## src/rtl/aes_core_scheduler.sv

```systemverilog
// Round-robin scheduler sharing one AES encrypt core between NUM_REQ requesters,
// with a watchdog that aborts operations whose core never signals completion.
module aes_core_scheduler #(
  parameter int NUM_REQ = 4,
  parameter int ID_W    = 2,
  parameter int TIMEOUT = 32
) (
  input  logic                     clk,
  input  logic                     rst,
  input  logic [NUM_REQ-1:0]       req_valid,
  output logic [NUM_REQ-1:0]       req_ready,
  input  logic [NUM_REQ*128-1:0]   req_plaintext,
  input  logic [NUM_REQ*128-1:0]   req_key,
  output logic                     resp_valid,
  input  logic                     resp_ready,
  output logic [127:0]             resp_data,
  output logic [ID_W-1:0]          resp_id,
  output logic                     resp_err,
  output logic                     core_rst,
  output logic                     core_start,
  output logic [127:0]             core_plaintext,
  output logic [127:0]             core_key,
  input  logic [127:0]             core_ciphertext,
  input  logic                     core_done
);

  localparam int WD_W = $clog2(TIMEOUT + 1);

  typedef enum logic [2:0] {
    S_IDLE   = 3'd0,
    S_LAUNCH = 3'd1,
    S_WAIT   = 3'd2,
    S_ABORT  = 3'd3,
    S_RESP   = 3'd4
  } state_e;

  state_e          state_q, state_d;
  logic [ID_W-1:0] rr_ptr_q, rr_ptr_d;
  logic [WD_W-1:0] wd_q, wd_d;
  logic [127:0]    pt_q, pt_d;
  logic [127:0]    key_q, key_d;
  logic [ID_W-1:0] id_q, id_d;
  logic [127:0]    data_q, data_d;
  logic            err_q, err_d;
  logic            resp_valid_q;
  logic            core_start_q;
  logic            core_rst_q;

  logic            grant_found;
  logic [ID_W-1:0] grant_idx;
  logic [ID_W-1:0] grant_next;
  logic [127:0]    pt_sel;
  logic [127:0]    key_sel;

  // Round-robin search: indices at/after rr_ptr_q first, then the wrapped ones.
  always_comb begin
    grant_found = 1'b0;
    grant_idx   = '0;
    for (int i = 0; i < NUM_REQ; i++) begin
      if (!grant_found && req_valid[i] && (ID_W'(i) >= rr_ptr_q)) begin
        grant_found = 1'b1;
        grant_idx   = ID_W'(i);
      end else begin
        grant_found = grant_found;
      end
    end
    for (int i = 0; i < NUM_REQ; i++) begin
      if (!grant_found && req_valid[i] && (ID_W'(i) < rr_ptr_q)) begin
        grant_found = 1'b1;
        grant_idx   = ID_W'(i);
      end else begin
        grant_found = grant_found;
      end
    end
  end

  // Operand mux for the winning requester and the pointer that follows it.
  always_comb begin
    pt_sel  = '0;
    key_sel = '0;
    for (int i = 0; i < NUM_REQ; i++) begin
      if (grant_idx == ID_W'(i)) begin
        pt_sel  = req_plaintext[i*128 +: 128];
        key_sel = req_key[i*128 +: 128];
      end else begin
        pt_sel  = pt_sel;
      end
    end
    if (grant_idx == ID_W'(NUM_REQ - 1)) begin
      grant_next = '0;
    end else begin
      grant_next = grant_idx + ID_W'(1);
    end
  end

  // Grant is combinational and only ever offered while idle.
  always_comb begin
    req_ready = '0;
    if ((state_q == S_IDLE) && grant_found) begin
      for (int i = 0; i < NUM_REQ; i++) begin
        req_ready[i] = (grant_idx == ID_W'(i));
      end
    end else begin
      req_ready = '0;
    end
  end

  // Next-state and datapath update for the operation sequencer.
  always_comb begin
    state_d  = state_q;
    rr_ptr_d = rr_ptr_q;
    wd_d     = wd_q;
    pt_d     = pt_q;
    key_d    = key_q;
    id_d     = id_q;
    data_d   = data_q;
    err_d    = err_q;
    case (state_q)
      S_IDLE: begin
        if (grant_found) begin
          state_d  = S_LAUNCH;
          rr_ptr_d = grant_next;
          pt_d     = pt_sel;
          key_d    = key_sel;
          id_d     = grant_idx;
        end else begin
          state_d = S_IDLE;
        end
      end
      S_LAUNCH: begin
        wd_d    = '0;
        state_d = S_WAIT;
      end
      S_WAIT: begin
        // A done still high from the previous op is ignored on the first WAIT cycle.
        if (core_done && (wd_q != '0)) begin
          data_d  = core_ciphertext;
          err_d   = 1'b0;
          state_d = S_RESP;
        end else if (wd_q == WD_W'(TIMEOUT - 1)) begin
          state_d = S_ABORT;
        end else begin
          wd_d = wd_q + WD_W'(1);
        end
      end
      S_ABORT: begin
        data_d  = '0;
        err_d   = 1'b1;
        state_d = S_RESP;
      end
      S_RESP: begin
        if (resp_ready) begin
          state_d = S_IDLE;
        end else begin
          state_d = S_RESP;
        end
      end
      default: begin
        state_d = S_IDLE;
      end
    endcase
  end

  // State, operand and response registers; control strobes decoded from next state.
  always_ff @(posedge clk) begin
    if (rst) begin
      state_q      <= S_IDLE;
      rr_ptr_q     <= '0;
      wd_q         <= '0;
      pt_q         <= '0;
      key_q        <= '0;
      id_q         <= '0;
      data_q       <= '0;
      err_q        <= 1'b0;
      resp_valid_q <= 1'b0;
      core_start_q <= 1'b0;
      core_rst_q   <= 1'b0;
    end else begin
      state_q      <= state_d;
      rr_ptr_q     <= rr_ptr_d;
      wd_q         <= wd_d;
      pt_q         <= pt_d;
      key_q        <= key_d;
      id_q         <= id_d;
      data_q       <= data_d;
      err_q        <= err_d;
      resp_valid_q <= (state_d == S_RESP);
      core_start_q <= (state_d == S_LAUNCH);
      core_rst_q   <= (state_d == S_ABORT);
    end
  end

  assign resp_valid     = resp_valid_q;
  assign resp_data      = data_q;
  assign resp_id        = id_q;
  assign resp_err       = err_q;
  assign core_start     = core_start_q;
  assign core_rst       = core_rst_q;
  assign core_plaintext = pt_q;
  assign core_key       = key_q;

endmodule

```

## config.mk

```make
export PLATFORM = sky130hd
export DESIGN_NAME = aes_core_scheduler
export DESIGN_NICKNAME = d
export VERILOG_FILES = /design/src/rtl/aes_core_scheduler.sv
export SDC_FILE = /design/constraint.sdc
export NUM_CORES = 1
export LEC_CHECK = 0
export CORE_AREA = 10 10 604 606
export CTS_BUF_LIST = sky130_fd_sc_hd__clkbuf_8
export DETAILED_ROUTE_END_ITERATION = 12
export DIE_AREA = 0 0 614 616
export PLACE_DENSITY = 0.3
export SYNTH_ARGS = -nofsm -noshare
export SYNTH_HDL_FRONTEND = slang
export SYNTH_SLANG_ARGS = --single-unit
```

## constraint.sdc

```tcl
create_clock -name clk -period 8.38 [get_ports clk]
set_clock_uncertainty 0.05 [all_clocks]
set_input_delay 1.676 -clock clk [delete_from_list [all_inputs] [get_ports clk]]
set_output_delay 1.676 -clock clk [all_outputs]
set_load 0.05 [all_outputs]
```

# [Word level (Yosys, flattened, before mapping)]
# Cells that the tools add are included.
[totals] reg_bits=401 in_bits=1160 output_inout_bits=394 wordCells=104
[op_classes] add_sub_neg=2 order_cmp=8 n_eq_ne=14 n_mux=37 n_reduce_logical=32
[ops] op="128-bit two-way mux" count=9
[ops] op="128-bit one-hot mux with 2 select lines" count=1
[ops] op="1-bit logical AND" count=17
[ops] op="3-bit one-hot mux with 5 select lines" count=1
[ops] op="2-bit two-way mux" count=7
[ops] op="6-bit two-way mux" count=2
[ops] op="6-bit one-hot mux with 2 select lines" count=1
[ops] op="1-bit two-way mux" count=11
[ops] op="3-bit by 2-bit equality test with 1-bit output (second input constant)" count=3
[ops] op="3-bit two-way mux" count=3
[ops] op="1-bit logical NOT" count=7
[ops] op="6-bit by 1-bit adder with 6-bit output (second input constant)" count=1
[ops] op="3-bit by 1-bit equality test with 1-bit output (second input constant)" count=2
[ops] op="3-bit equality test (second input constant)" count=2
[ops] op="6-bit by 5-bit equality test with 1-bit output (second input constant)" count=1
[ops] op="2-bit != test (second input constant)" count=3
[ops] op="6-bit nonzero test" count=1
[ops] op="2-bit equality test (second input constant)" count=2
[ops] op="1-bit by 2-bit greater-or-equal comparator with 1-bit output (first input constant)" count=2
[ops] op="2-bit greater-or-equal comparator (first input constant)" count=2
[ops] op="1-bit by 2-bit less-than comparator with 1-bit output (first input constant)" count=2
[ops] op="2-bit less-than comparator (first input constant)" count=2
[ops] op="4-bit two-way mux" count=1
[ops] op="2-bit AND reduction" count=2
[ops] op="7 further kinds" count=8

# [Longest topological paths before layout]
[depth] ltp_word=36 mapped_depth=13

# [Least setup slack after synthesis]
# No wires, ideal clock.
[synth_path] kind="input -> output" startpoint="input req_valid[2]" endpoint="output req_ready[3]" t_arrival_ns=3.777 t_required_ns=6.654 slack_ns=2.877 stages=7 path_buffers=3 path_cell_list="a22o_1 > a221oi_1 > ha_1 > clkbuf_1 > clkbuf_1 > clkbuf_1 > and2_1"
[synth_between] elab_chain_cells=25
[synth_rtl] element="start: declaration" line_no="10" text="input logic [NUM_REQ-1:0] req_valid,"
[synth_rtl] element="1-bit logical AND (2 in a row)" line_no="60" text="if (!grant_found && req_valid[i] && (ID_W'(i) >= rr_ptr_q)) begin"
[synth_rtl] element="1-bit two-way mux" line_no="60"
[synth_rtl] element="1-bit logical NOT" line_no="60"
[synth_rtl] element="1-bit logical AND (2 in a row)" line_no="60"
[synth_rtl] element="1-bit two-way mux" line_no="60"
[synth_rtl] element="1-bit logical NOT" line_no="68" text="if (!grant_found && req_valid[i] && (ID_W'(i) < rr_ptr_q)) begin"
[synth_rtl] element="1-bit logical AND (2 in a row)" line_no="68"
[synth_rtl] element="1-bit two-way mux" line_no="68"
[synth_rtl] element="[... 5 more ...]"
[synth_rtl] element="1-bit logical AND (2 in a row)" line_no="68"
[synth_rtl] element="1-bit two-way mux" line_no="68"
[synth_rtl] element="1-bit logical NOT" line_no="68"
[synth_rtl] element="1-bit logical AND (2 in a row)" line_no="68"
[synth_rtl] element="2-bit two-way mux (*)" line_no="68"
[synth_rtl] element="net grant_idx[0]" line_no="50" text="logic [ID_W-1:0] grant_idx;"
[synth_rtl] element="2-bit equality test (*)" line_no="101" text="req_ready[i] = (grant_idx == ID_W'(i));"
[synth_rtl] element="4-bit two-way mux (*)" line_no="99" text="if ((state_q == S_IDLE) && grant_found) begin"
[synth_rtl] element="end: declaration" line_no="11" text="output logic [NUM_REQ-1:0] req_ready,"
# The timed path passes the listed nets; every way through them passes the cells marked *.

# [Worst setup path after layout]
[layout_path] startpoint="input req_valid[0]" endpoint="output req_ready[2]"
[layout_between] elab_chain_cells=32
[layout_rtl] element="1-bit logical AND" line_no="60"
[layout_rtl] element="1-bit two-way mux" line_no="60"
[layout_rtl] element="1-bit logical NOT" line_no="60"
[layout_rtl] element="1-bit logical AND (2 in a row)" line_no="60"
[layout_rtl] element="1-bit two-way mux" line_no="60"
[layout_rtl] element="1-bit logical NOT" line_no="60"
[layout_rtl] element="1-bit logical AND (2 in a row)" line_no="60"
[layout_rtl] element="1-bit two-way mux" line_no="60"
[layout_rtl] element="[... 13 more ...]"
[layout_rtl] element="1-bit logical AND (2 in a row)" line_no="68"
[layout_rtl] element="1-bit two-way mux" line_no="68"
[layout_rtl] element="1-bit logical NOT" line_no="68"
[layout_rtl] element="1-bit logical AND (2 in a row)" line_no="68"
[layout_rtl] element="2-bit two-way mux (*)" line_no="68"
[layout_rtl] element="net grant_idx[1]" line_no="50"
[layout_rtl] element="2-bit equality test (*)" line_no="101"
[layout_rtl] element="4-bit two-way mux (*)" line_no="99"
# Marked as above.

==> results.yml <==
sta:
  final-hold-violation-count: 0
  max_freq_mhz: 157
  hold_slack_ns: 0.429
  setup_viol: 0
  tightest_slew_ns: 1.17
  slew-limit-headroom_pct: 21.9
  fin_crit_ns: 6.35
  drv_slew: 0
  rsz0062_at_grt: "no"
  post-route-period-util_pct: 75.8
  fin_tns_setup_ns: 0
cts:
  clock-sinks: 401
  post-cts-setup-buffers: 0
  cts_made_buffers: 105
  cts_tree: "done"
  cts.repair.resized: 0
  clk_latency_ns: 0.95
  clockBufferDepth: 4
  postCtsHoldBufs: 0
  clk_pin_slew_ns: 0.05
  htree_levels: 3
  root_buffer: "clkbuf_8"
yosys:
  synthTopCellsByArea: "dfxtp_1 36%, nor2b_1 14%, nor3_1 11%"
  synth_top_cell_area_share_pct: 35.7
  synth_enable_flop_cells: 0
  synth-seq-cells: 401
  synth_warnings: 0
  netlist_instances: 2872
  synth.distinct_cells: 45
  async_reset_ff_share_pct: 0
  syn-num-nets: 4038
  yosysTopAreaCell: "dfxtp_1"
  syn-mean-instance-area_um2: 7.82
  ys.flop_type: "dfxtp_1"
  seq_area_frac_synth_pct: 35.7
  syn_area_um2: 22500
place:
  placed_area_um2: 43100
  place_congestion: 0.867
  dpl.hpwl_mm: 252
  io_buffers: 1553
power_and_ir_drop:
  p_per_area_nw_per_um2: 255
  peakVddDrop_mv: 0.133
  fin_total_pwr_mw: 11.5
  leakage_nw: 14.5
outcome:
  outcome: "finished, final reports clean"
floorplanning:
  dieHeight_um: 616
  core_um2: 352000
  chipWidth_um: 614
  rows: 218
  io_pins: 1554
  initial_core_util_pct: 6.38
  dieArea_um2: 378000
cells_and_area:
  drive_above_1_share_pct: 4.91
  fin_area_um2: 45300
  layout_common_cells: "1550 x clkdlybuf4s50_1, 516 x nor3_1, 499 x nor2b_1, 401 x dfxtp_1, 390 x nor2_1"
  area_growth_pct: 101
  mostFrequentLayoutCell: "clkdlybuf4s50_1"
  fin_nets: 5423
  final.fill_count: 40500
route:
  routed_wl_mm: 297
  drc: 0
  drt_iter0_markers: 2101
  vias: 30500
  drtAntennaViolNets: 0
  routedWlPerCell_um: 32.6
  routed_via_density: 3.35
  drt_first_pass_iters: 5
worst_setup_path:
  end_kind: "output port"
  crit_arrival_ns: 4.62
  path_max_fanout: 30
  required_ns: 6.65
  worstSetupPathType: "in2out"
  worst_setup_path_start_kind: "input port"
global_route:
  antenna_found_initial: 313
  grt_usage_pct: 14.8
  grt_max_degree: 165
  overflow: 0
  grt_pass1_vias: 30000
  grt_pass1_wl_mm: 366
hold_path:
  min_path_type: "reg2reg"
flow_run:
  drv_cap: 0
[sequential cells by signal, summed over array words and instances, names as in the netlist]
signal	flops
resp_id	2
resp_valid	1
core_start	1
core_key	128
resp_data	128
wd_q	6
resp_err	1
rr_ptr_q	2
core_rst	1
core_plaintext	128
state_q	3
[metal layers]
metal | global-route usage [%] | part of all wire [%] | up-vias
met2 | 28.2 | 53 | 1633
met3 | 5.04 | 8.9 | 644
met5 | 0 | 0.22 | -
met1 | 15.6 | 35 | 14700
li1 | - | - | 13500
met4 | 3.34 | 3.0 | 98
[cells in the mapped netlist, drive strengths merged (9+ instances only)]
cell type,instances
a211oi,256
a21oi,14
a221oi,257
a22oi,128
and2b,12
buf,120
clkbuf,211
dfxtp,401
inv,9
nand2,13
nor2,391
nor2b,499
nor3,516
[critical path, cell delays in order]
cell and delay [ns]:
clkdlybuf4s50_1 0.51, a21oi_1 0.19, o21ai_0 0.09, a21oi_1 0.58, ha_4 0.52, and2_1 0.24, clkdlybuf4s50_1 0.82
[power breakdown]
part	leakage, nW	internal [mW]	total, mW	switching (mW)
Sequential	3.30	2.29	2.51	0.228
Combinational	10.1	2.19	6.42	4.23
Clock	1.14	1.36	2.58	1.22
Total	14.5	5.83	11.5	5.69
[worst paths after layout]
path / startpoint / to / slack (ns) / depth (start not counted)
setup / recovery: req_valid[0] / req_ready[2] / 2.03 / 7
setup reg to reg: rr_ptr_q[1] / core_key[3] / 4.16 / 11
hold reg to reg: resp_id[0] / resp_id[0] / 0.43 / 2
hold / removal: resp_id[0] / resp_id[0] / 0.43 / 2
[cell families (layout without fill, tap and decap cells)]
kind of cell    count (synthesis)  in the layout  synth area share, %
fa+ha+maj                       6              6                0.334
compound gates                667            667                 23.7
simple gates                 1455           1455                 33.3
mux                             2              2               0.0891
buf+inv                       340           1789                 6.77
xor+xnor                        1              1               0.0390
other cells                     0             75                    0
flops                         401            401                 35.7
[metrics by stage]
step                      worst slack, ns  std cells  util, %
after floorplan                      2.88       2872        -
after global placement               1.89       8880     12.2
after detailed placement             2.03       8880     12.2
after CTS                            2.03       9051     12.8
after global routing                 1.89       9091     12.8
final                                2.03       9126     12.9
[final cells by class]
type	instances	area [µm²]	share of cell area [%]
inverter	9	33.8	0.0746
timing repair buffer	1609	16100	35.7
clock inverter	49	267	0.589
tap	4730	5920	13.1
antenna	75	188	0.415
sequential	401	8030	17.7
clock buffer	122	1680	3.71
multi-input combinational	2131	13000	28.7
No activity file was read; power rests on OpenSTA's default activity.
